==> src/rtl/dm_arb_pkg.sv <==
// Shared definitions for the data-memory arbiter: state encoding, word size,
// address limits and the burst address-advance helper.
package dm_arb_pkg;

  typedef enum logic {
    IDLE  = 1'b0,
    BURST = 1'b1
  } arb_state_t;

  localparam logic [31:0] WORD_BYTES     = 32'd4;
  localparam logic [31:0] ADDR_LIMIT_DEF = 32'h0000_2FFC;
  localparam logic [31:0] WORD_MASK      = 32'hFFFF_FFFC;

  // Next word address of a burst; wraps to 0 once the legal top is reached.
  function automatic logic [31:0] next_word_addr(input logic [31:0] addr,
                                                 input logic [31:0] limit);
    return (addr >= limit) ? '0 : addr + WORD_BYTES;
  endfunction

endpackage

==> src/rtl/dm_arb_starve_cnt.sv <==
// Saturating counter of consecutive cycles in which a DMA request lost to the CPU.
module dm_arb_starve_cnt
  import dm_arb_pkg::*;
#(
  parameter int unsigned STARVE_LIMIT = 4,
  parameter int unsigned CNT_W        = 3
) (
  input  logic             clk,
  input  logic             reset,
  input  logic             inc,
  input  logic             clr,
  output logic [CNT_W-1:0] cnt,
  output logic             at_limit
);

  assign at_limit = (cnt == CNT_W'(STARVE_LIMIT));

  always_ff @(posedge clk) begin
    if (reset || clr) begin
      cnt <= '0;
    end else if (inc && !at_limit) begin
      cnt <= cnt + 1'b1;
    end
  end

endmodule

==> src/rtl/dm_arbiter.sv <==
// Single-port data-memory arbiter between the M-stage CPU port and a bursting
// DMA port; CPU has priority unless DMA has been starved STARVE_LIMIT cycles.
module dm_arbiter
  import dm_arb_pkg::*;
#(
  parameter int unsigned STARVE_LIMIT = 4,
  parameter logic [31:0] ADDR_LIMIT   = ADDR_LIMIT_DEF,
  parameter int unsigned CNT_W        = 3
) (
  input  logic        clk,
  input  logic        reset,
  input  logic        cpu_req,
  input  logic        cpu_we,
  input  logic [31:0] cpu_addr,
  input  logic [31:0] cpu_wd,
  input  logic [31:0] cpu_pc,
  output logic [31:0] cpu_rd,
  output logic        cpu_stall,
  input  logic        dma_req,
  input  logic        dma_we,
  input  logic [31:0] dma_addr,
  input  logic [3:0]  dma_len,
  input  logic [31:0] dma_wd,
  output logic        dma_gnt,
  output logic        dma_beat,
  output logic [31:0] dma_rd,
  output logic        dma_done,
  output logic        dm_we,
  output logic        dm_re,
  output logic [31:0] dm_addr,
  output logic [31:0] dm_wd,
  output logic [31:0] dm_pc,
  input  logic [31:0] dm_rd
);

  arb_state_t       state, state_next;
  logic [31:0]      burst_addr;
  logic             burst_we;
  logic [3:0]       remaining;
  logic             starve_inc, starve_clr, starve_at_limit;
  logic [CNT_W-1:0] starve_cnt;
  logic             dma_wins;

  dm_arb_starve_cnt #(
    .STARVE_LIMIT (STARVE_LIMIT),
    .CNT_W        (CNT_W)
  ) u_starve (
    .clk      (clk),
    .reset    (reset),
    .inc      (starve_inc),
    .clr      (starve_clr),
    .cnt      (starve_cnt),
    .at_limit (starve_at_limit)
  );

  assign dma_wins = dma_req && (!cpu_req || starve_at_limit);

  // Outputs stay gated to zero while reset is high; stall simply mirrors cpu_req.
  always_comb begin
    state_next = state;
    starve_inc = 1'b0;
    starve_clr = 1'b0;
    cpu_rd     = '0;
    cpu_stall  = cpu_req;
    dma_gnt    = 1'b0;
    dma_beat   = 1'b0;
    dma_rd     = '0;
    dma_done   = 1'b0;
    dm_we      = 1'b0;
    dm_re      = 1'b0;
    dm_addr    = '0;
    dm_wd      = '0;
    dm_pc      = '0;
    if (!reset) begin
      unique case (state)
        IDLE: begin
          if (dma_wins) begin
            dma_gnt    = 1'b1;
            dma_beat   = 1'b1;
            starve_clr = 1'b1;
            dm_addr    = dma_addr & WORD_MASK;
            dm_we      = dma_we;
            dm_re      = !dma_we;
            dm_wd      = dma_wd;
            dma_rd     = dm_rd;
            if (dma_len == 4'd0) begin
              dma_done = 1'b1;
            end else begin
              state_next = BURST;
            end
          end else if (cpu_req) begin
            cpu_stall  = 1'b0;
            starve_inc = dma_req;
            dm_addr    = cpu_addr & WORD_MASK;
            dm_we      = cpu_we;
            dm_re      = !cpu_we;
            dm_wd      = cpu_wd;
            dm_pc      = cpu_pc;
            cpu_rd     = dm_rd;
          end
        end
        BURST: begin
          dma_beat = 1'b1;
          dm_addr  = burst_addr;
          dm_we    = burst_we;
          dm_re    = !burst_we;
          dm_wd    = dma_wd;
          dma_rd   = dm_rd;
          if (remaining == 4'd1) begin
            dma_done   = 1'b1;
            state_next = IDLE;
          end
        end
        default: state_next = IDLE;
      endcase
    end
  end

  always_ff @(posedge clk) begin
    if (reset) begin
      state      <= IDLE;
      burst_addr <= '0;
      burst_we   <= 1'b0;
      remaining  <= '0;
    end else begin
      state <= state_next;
      if (state == IDLE && dma_wins) begin
        burst_we   <= dma_we;
        burst_addr <= next_word_addr(dma_addr & WORD_MASK, ADDR_LIMIT);
        remaining  <= dma_len;
      end else if (state == BURST) begin
        burst_addr <= next_word_addr(burst_addr, ADDR_LIMIT);
        remaining  <= remaining - 1'b1;
      end
    end
  end

endmodule
==> config.mk <==
export PLATFORM = sky130hd
export DESIGN_NAME = dm_arbiter
export DESIGN_NICKNAME = d
export VERILOG_FILES = /design/src/rtl/dm_arb_pkg.sv /design/src/rtl/dm_arb_starve_cnt.sv /design/src/rtl/dm_arbiter.sv
export SDC_FILE = /design/constraint.sdc
export NUM_CORES = 1
export LEC_CHECK = 0
export CAP_MARGIN = 20
export CORE_AREA = 2 2 144 146
export CTS_CLUSTER_DIAMETER = 30
export DETAILED_ROUTE_END_ITERATION = 12
export DIE_AREA = 0 0 146 148
export PLACE_DENSITY = 0.66
export SLEW_MARGIN = 25
export SYNTH_ARGS = -nofsm -noshare
export SYNTH_HDL_FRONTEND = slang
export SYNTH_SLANG_ARGS = --single-unit
==> constraint.sdc <==
create_clock -name clk -period 6.47 [get_ports clk]
set_clock_uncertainty 0.1 [all_clocks]
set_input_delay 0.647 -clock clk [delete_from_list [all_inputs] [get_ports clk]]
set_output_delay 0.647 -clock clk [all_outputs]
set_load 0.005 [all_outputs]
; After elaboration in Yosys (flattened, before gate mapping)
; Index checks and enable logic that the tools add are counted.
[word_totals]
reg_bits = 41
out_inout_bits = 166
wordCells = 80
[classes]
addsub = 4
order_cmp = 2
muxes = 54
reduce_logical = 12
n_eq_ne = 2
bitwise_logic = 1
[ops]
columns = cell, count
row1 = $mux W32, 20
row2 = $pmux W32 S2, 3
row3 = $add A32 B3 Y32 const B, 2
row4 = $ge A32 B14 Y1 const B, 2
row5 = $mux W1, 24
row6 = $pmux W1 S2, 5
row7 = $mux W4, 2
row8 = $logic_not A1 Y1, 5
row9 = $eq A4 B1 Y1 const B, 1
row10 = $logic_not A4 Y1, 1
row11 = $sub A4 B1 Y4 const B, 1
row12 = $add A3 B1 Y3 const B, 1
row13 = $eq A3 B3 Y1 const B, 1
row14 = $logic_and A1 B1 Y1, 3
row15 = $logic_or A1 B1 Y1, 2
row16 = $reduce_bool A2 Y1, 1
row17 = $not A1 Y1, 1

; Depth between registers and ports, before layout
[logic_depth]
word_depth = 7
depth_mapped = 9
depth_no_buf = 7

; Modules after synthesis
; From an unflattened synthesis, not the netlist that was laid out.
[hier_totals]
cells_unflattened = 547
area_unflattened_um2 = 3826.2
[by_module_without_submodules]
columns = mod, seq_area_each_um2, n_inst, cells_per_inst, area_per_inst_um2
row1 = dm_arbiter, 720.7, 1, 529, 3638.5
row2 = dm_arb_starve_cnt, 60.1, 1, 18, 187.7

; Worst setup path before layout
; No wires, ideal clock.
[synth_path]
kind = in2out
start = input port cpu_req
end = output port dm_wd[0]
arrival_ns = 1.905
setup_slack_ns = 3.818
path_buffers = 2
required_time_ns = 5.723
stages = 6
cell_sequence = a21bo_2 -> a211oi_2 -> and2_1 -> clkbuf_1 -> buf_2 -> a22o_1
[synth_between]
elab_chain_cells = 6
word_cells_on_any_way = 7
[synth_lines]
columns = element, line
row1 = start: declaration, dm_arbiter.sv:12  ; input logic cpu_req,
row2 = $logic_not A1 Y1, dm_arbiter.sv:56  ; assign dma_wins = dma_req && (!cpu_req || starve_at_limit);
row3 = $logic_or A1 B1 Y1, dm_arbiter.sv:56
row4 = $logic_and A1 B1 Y1, dm_arbiter.sv:56
row5 = $mux W32 (*), dm_arbiter.sv:77  ; if (dma_wins) begin
row6 = $pmux W32 S2 (*), dm_arbiter.sv:75  ; unique case (state)
row7 = $mux W32 (*), dm_arbiter.sv:74  ; if (!reset) begin
row8 = end: declaration, dm_arbiter.sv:31  ; output logic [31:0] dm_wd,
; Mark *: on every way between the ends. The rest lies on a longest branch, timed or not.

; Worst setup path after layout
[layout_path]
start = register state
end = output port dm_wd[22]
[layout_between]
elab_chain_cells = 3
[layout_lines]
columns = element, line
row1 = start: declaration, dm_arbiter.sv:36  ; arb_state_t state, state_next;
row2 = start signal: assignment, dm_arbiter.sv:126  ; state <= state_next;
row3 = $not A1 Y1, -
row4 = $pmux W32 S2 (*), dm_arbiter.sv:75
row5 = $mux W32 (*), dm_arbiter.sv:74
; Marks and branches as above.

==> results.cfg <==
[power]
power.density_mw_per_mm2 = 121
p_int_mw = 0.643
p_switching_mw = 0.295
design_power_total_mw = 0.938
p_leak_nw = 2.98
power_frac_seq_pct = 27.9
p_sw_share_pct = 31.5
combPwrFrac_pct = 46.3
ir_worst_vdd_mv = 0.0919
clock_power_share_pct = 25.8

[global_route]
grt.met3_usage_pct = 7.50
use_met2_pct = 34.1
overflow = 0
busiest_layer = met2
antenna_found_initial = 4
use_met1_pct = 25.5
grt_pass1_vias = 5402
grt_max_degree = 91
grt_pass1_wl_mm = 33.7
grt_usage_pct = 20.2

[sta]
finalSetupViolations = 0
hold_slack_ns = 0.365
setup_tns_ns = 0
slew_violations = 0
worst_pin_slew_ns = 1.07
rsz0062_at_grt = false
setup_ws_ns = 1.75
hold_viol = 0
period_share_pct = 73.0
post-route-min-period_ns = 4.72
maxSlewHeadroom_pct = 28.7
fmax_mhz = 212

[clocking]
clk_latency_ns = 0.29
cts_root_buf = clkbuf_16
cts_resized = 0
post_cts_buffers = 0
h-tree-depth = 2
clockBufferDepth = 2
cts_sinks = 39
clk_pin_slew_ns = 0.06
cts_hold_buf = 0
numCtsBuffers = 5
tritoncts = yes

[status]
status = completed

[logic_synthesis]
yosysTopAreaCellShare_pct = 20.4
synth_compound_area_share_pct = 28.4
synth-simple-area-share_pct = 35.5
synth_fa_ha_area_share_pct = 1.96
synth-warning-count = 0
synthDistinctLibCells = 52
yosys-top-cells-area = dfxtp_1 20%, and3_1 16%, a22o_1 7.5%, a21oi_1 4.3%, a2111oi_0 4.1%
synth_seq_area_share_pct = 20.4
muxShareOfSynthArea_pct = 0
synthXorXnorAreaFrac_pct = 3.89
synth_flop_cell = dfxtp_1
synth_cells = 545
async_flop_share_pct = 0
syn_area_mm2 = 0.00383
synth-seq-cells = 39
synth_edf_count = 0
synth.largest_area_cell = dfxtp_1
avgSynthCellArea_um2 = 7.03
synth_top_family_by_area = simple AND/OR/NAND/NOR gates

[finish]
nets = 1072
finalNonFillerCells = 1138
drive_above_1_share_pct = 3.70
final_cell_mix = 359 x clkdlybuf4s50_1, 97 x and3_1, 39 x dfxtp_1
layout_commonest_cell = clkdlybuf4s50_1
syn_to_final_growth_pct = 102

[die]
start_util_pct = 19.1
dieArea_mm2 = 0.0216
die_h_um = 148
io_pins = 368
std_cell_rows = 52
coreArea_mm2 = 0.0200
die_w_um = 146

[worst_hold_path]
hold_start = burst_we
hold_depth = 2
hold_path.class = flip-flop to flip-flop
hold_end = burst_we

[setup_path]
crit_type = flip-flop to primary output
r2r-start = state
critPathMaxFanout = 49
crit_path_start = state
critical_path.slowest_cell = dfxtp_1
reg2reg_depth = 5
ff2ff_setup_slack_ns = 3.29
slowest_delay_ns = 0.80
end_kind = primary output
path_cells = buf_4 -> a21o_2 -> nand2_1 -> inv_2 -> a22o_1 -> clkdlybuf4s50_1
arrival_ns = 3.97
required_ns = 5.72
startpoint_type = flip-flop
r2r-end = state

[placement]
io_buffers = 361
dp_hpwl_mm = 18.4
gp_congestion = 0.845
place_ws_ns = 1.95
dpl.cell_count = 1127

[detailed_routing]
vias = 5598
drt_wl_total_mm = 23.6
via_per_inst = 4.92
drtIter0Drc = 492
drt_pass1_iterations = 5
avgRoutedWirePerCell_um = 20.7
drc = 0
final_antenna_net_count = 0

[job]
max_cap_violations = 0
## state kept, by name, summed over array words and instances (netlist names)
register      cells
u_starve.cnt      3
state             1
burst_addr       30
burst_we          1
remaining         4
## worst max-delay path by stage
stage                            to  slack [ns]  depth (start not counted)
after global placement    dm_wd[13]        1.97                          6
after detailed placement  dm_wd[13]        1.95                          6
final                     dm_wd[22]        1.75                          6
after floorplan            dm_wd[0]        3.82                          6
after global routing      dm_wd[22]        1.52                          6
after CTS                 dm_wd[13]        1.81                          6
## routing by layer
metal | share of wire (%) | vias to the layer above
met5 | 0.13 | -
met4 | 0.54 | 4
met3 | 10 | 16
met2 | 48 | 285
met1 | 41 | 2611
li1 | - | 2682
## synth_stat cells, types with 2 or more instances
master / number
nor2b_1: 2
buf_2: 10
a22o_1: 33
a2111oi_0: 18
buf_1: 4
nor4_4: 2
a211oi_1: 7
nand2_1: 33
dfxtp_1: 39
nor4_1: 16
nand3_1: 20
a32oi_1: 9
clkbuf_1: 42
and2_1: 4
nor3_1: 26
a21o_1: 2
nand4_1: 3
a221oi_1: 3
o21ai_0: 17
nor2_1: 33
and3_1: 97
o31ai_1: 2
a22oi_1: 9
a21oi_1: 33
a221oi_2: 2
xor2_1: 7
buf_4: 2
xnor2_1: 10
ha_1: 6
inv_1: 32
## per-stage QoR
stage,utilization (%),instance area [µm²]
2_1_floorplan,-,3830
3_3_place_gp,37.9,7600
3_5_place_dp,38.0,7610
4_1_cts,38.7,7750
5_1_grt,38.7,7750
6_report,38.7,7750
## layout make-up
| type | instances | area (µm²) |
|---|---|---|
| Sequential cell | 39 | 781 |
| Antenna cell | 3 | 7.51 |
| Timing Repair Buffer | 370 | 3670 |
| Clock inverter | 3 | 15.0 |
| Clock buffer | 5 | 125 |
| Inverter | 33 | 124 |
| Multi-Input combinational cell | 415 | 2690 |
| Fill cell | 2091 | 12300 |
| Tap cell | 270 | 338 |
## power groups by stage
stage / logic (mW) / registers (mW) / clock network, mW
after CTS: 0.435 / 0.261 / 0.245
after detailed placement: 0.432 / 0.267 / 0
final: 0.434 / 0.262 / 0.242
after global routing: 0.465 / 0.263 / 0.256
after floorplan: 0.152 / 0.260 / 0
after global placement: 0.431 / 0.267 / 0
## cell families after synthesis
group	Yosys count
flops	39
other cells	1
xor+xnor	17
buf+inv	92
compound gates	145
simple gates	245
fa+ha+maj	6
## worst max-delay path, delay by kind of cell (launching register included)
family	cells	cell delay (ns)
buf+inv	3	1.55
compound gates	2	0.97
flops	1	0.80
simple gates	1	0.32
No activity file was read; power rests on OpenSTA's default activity.
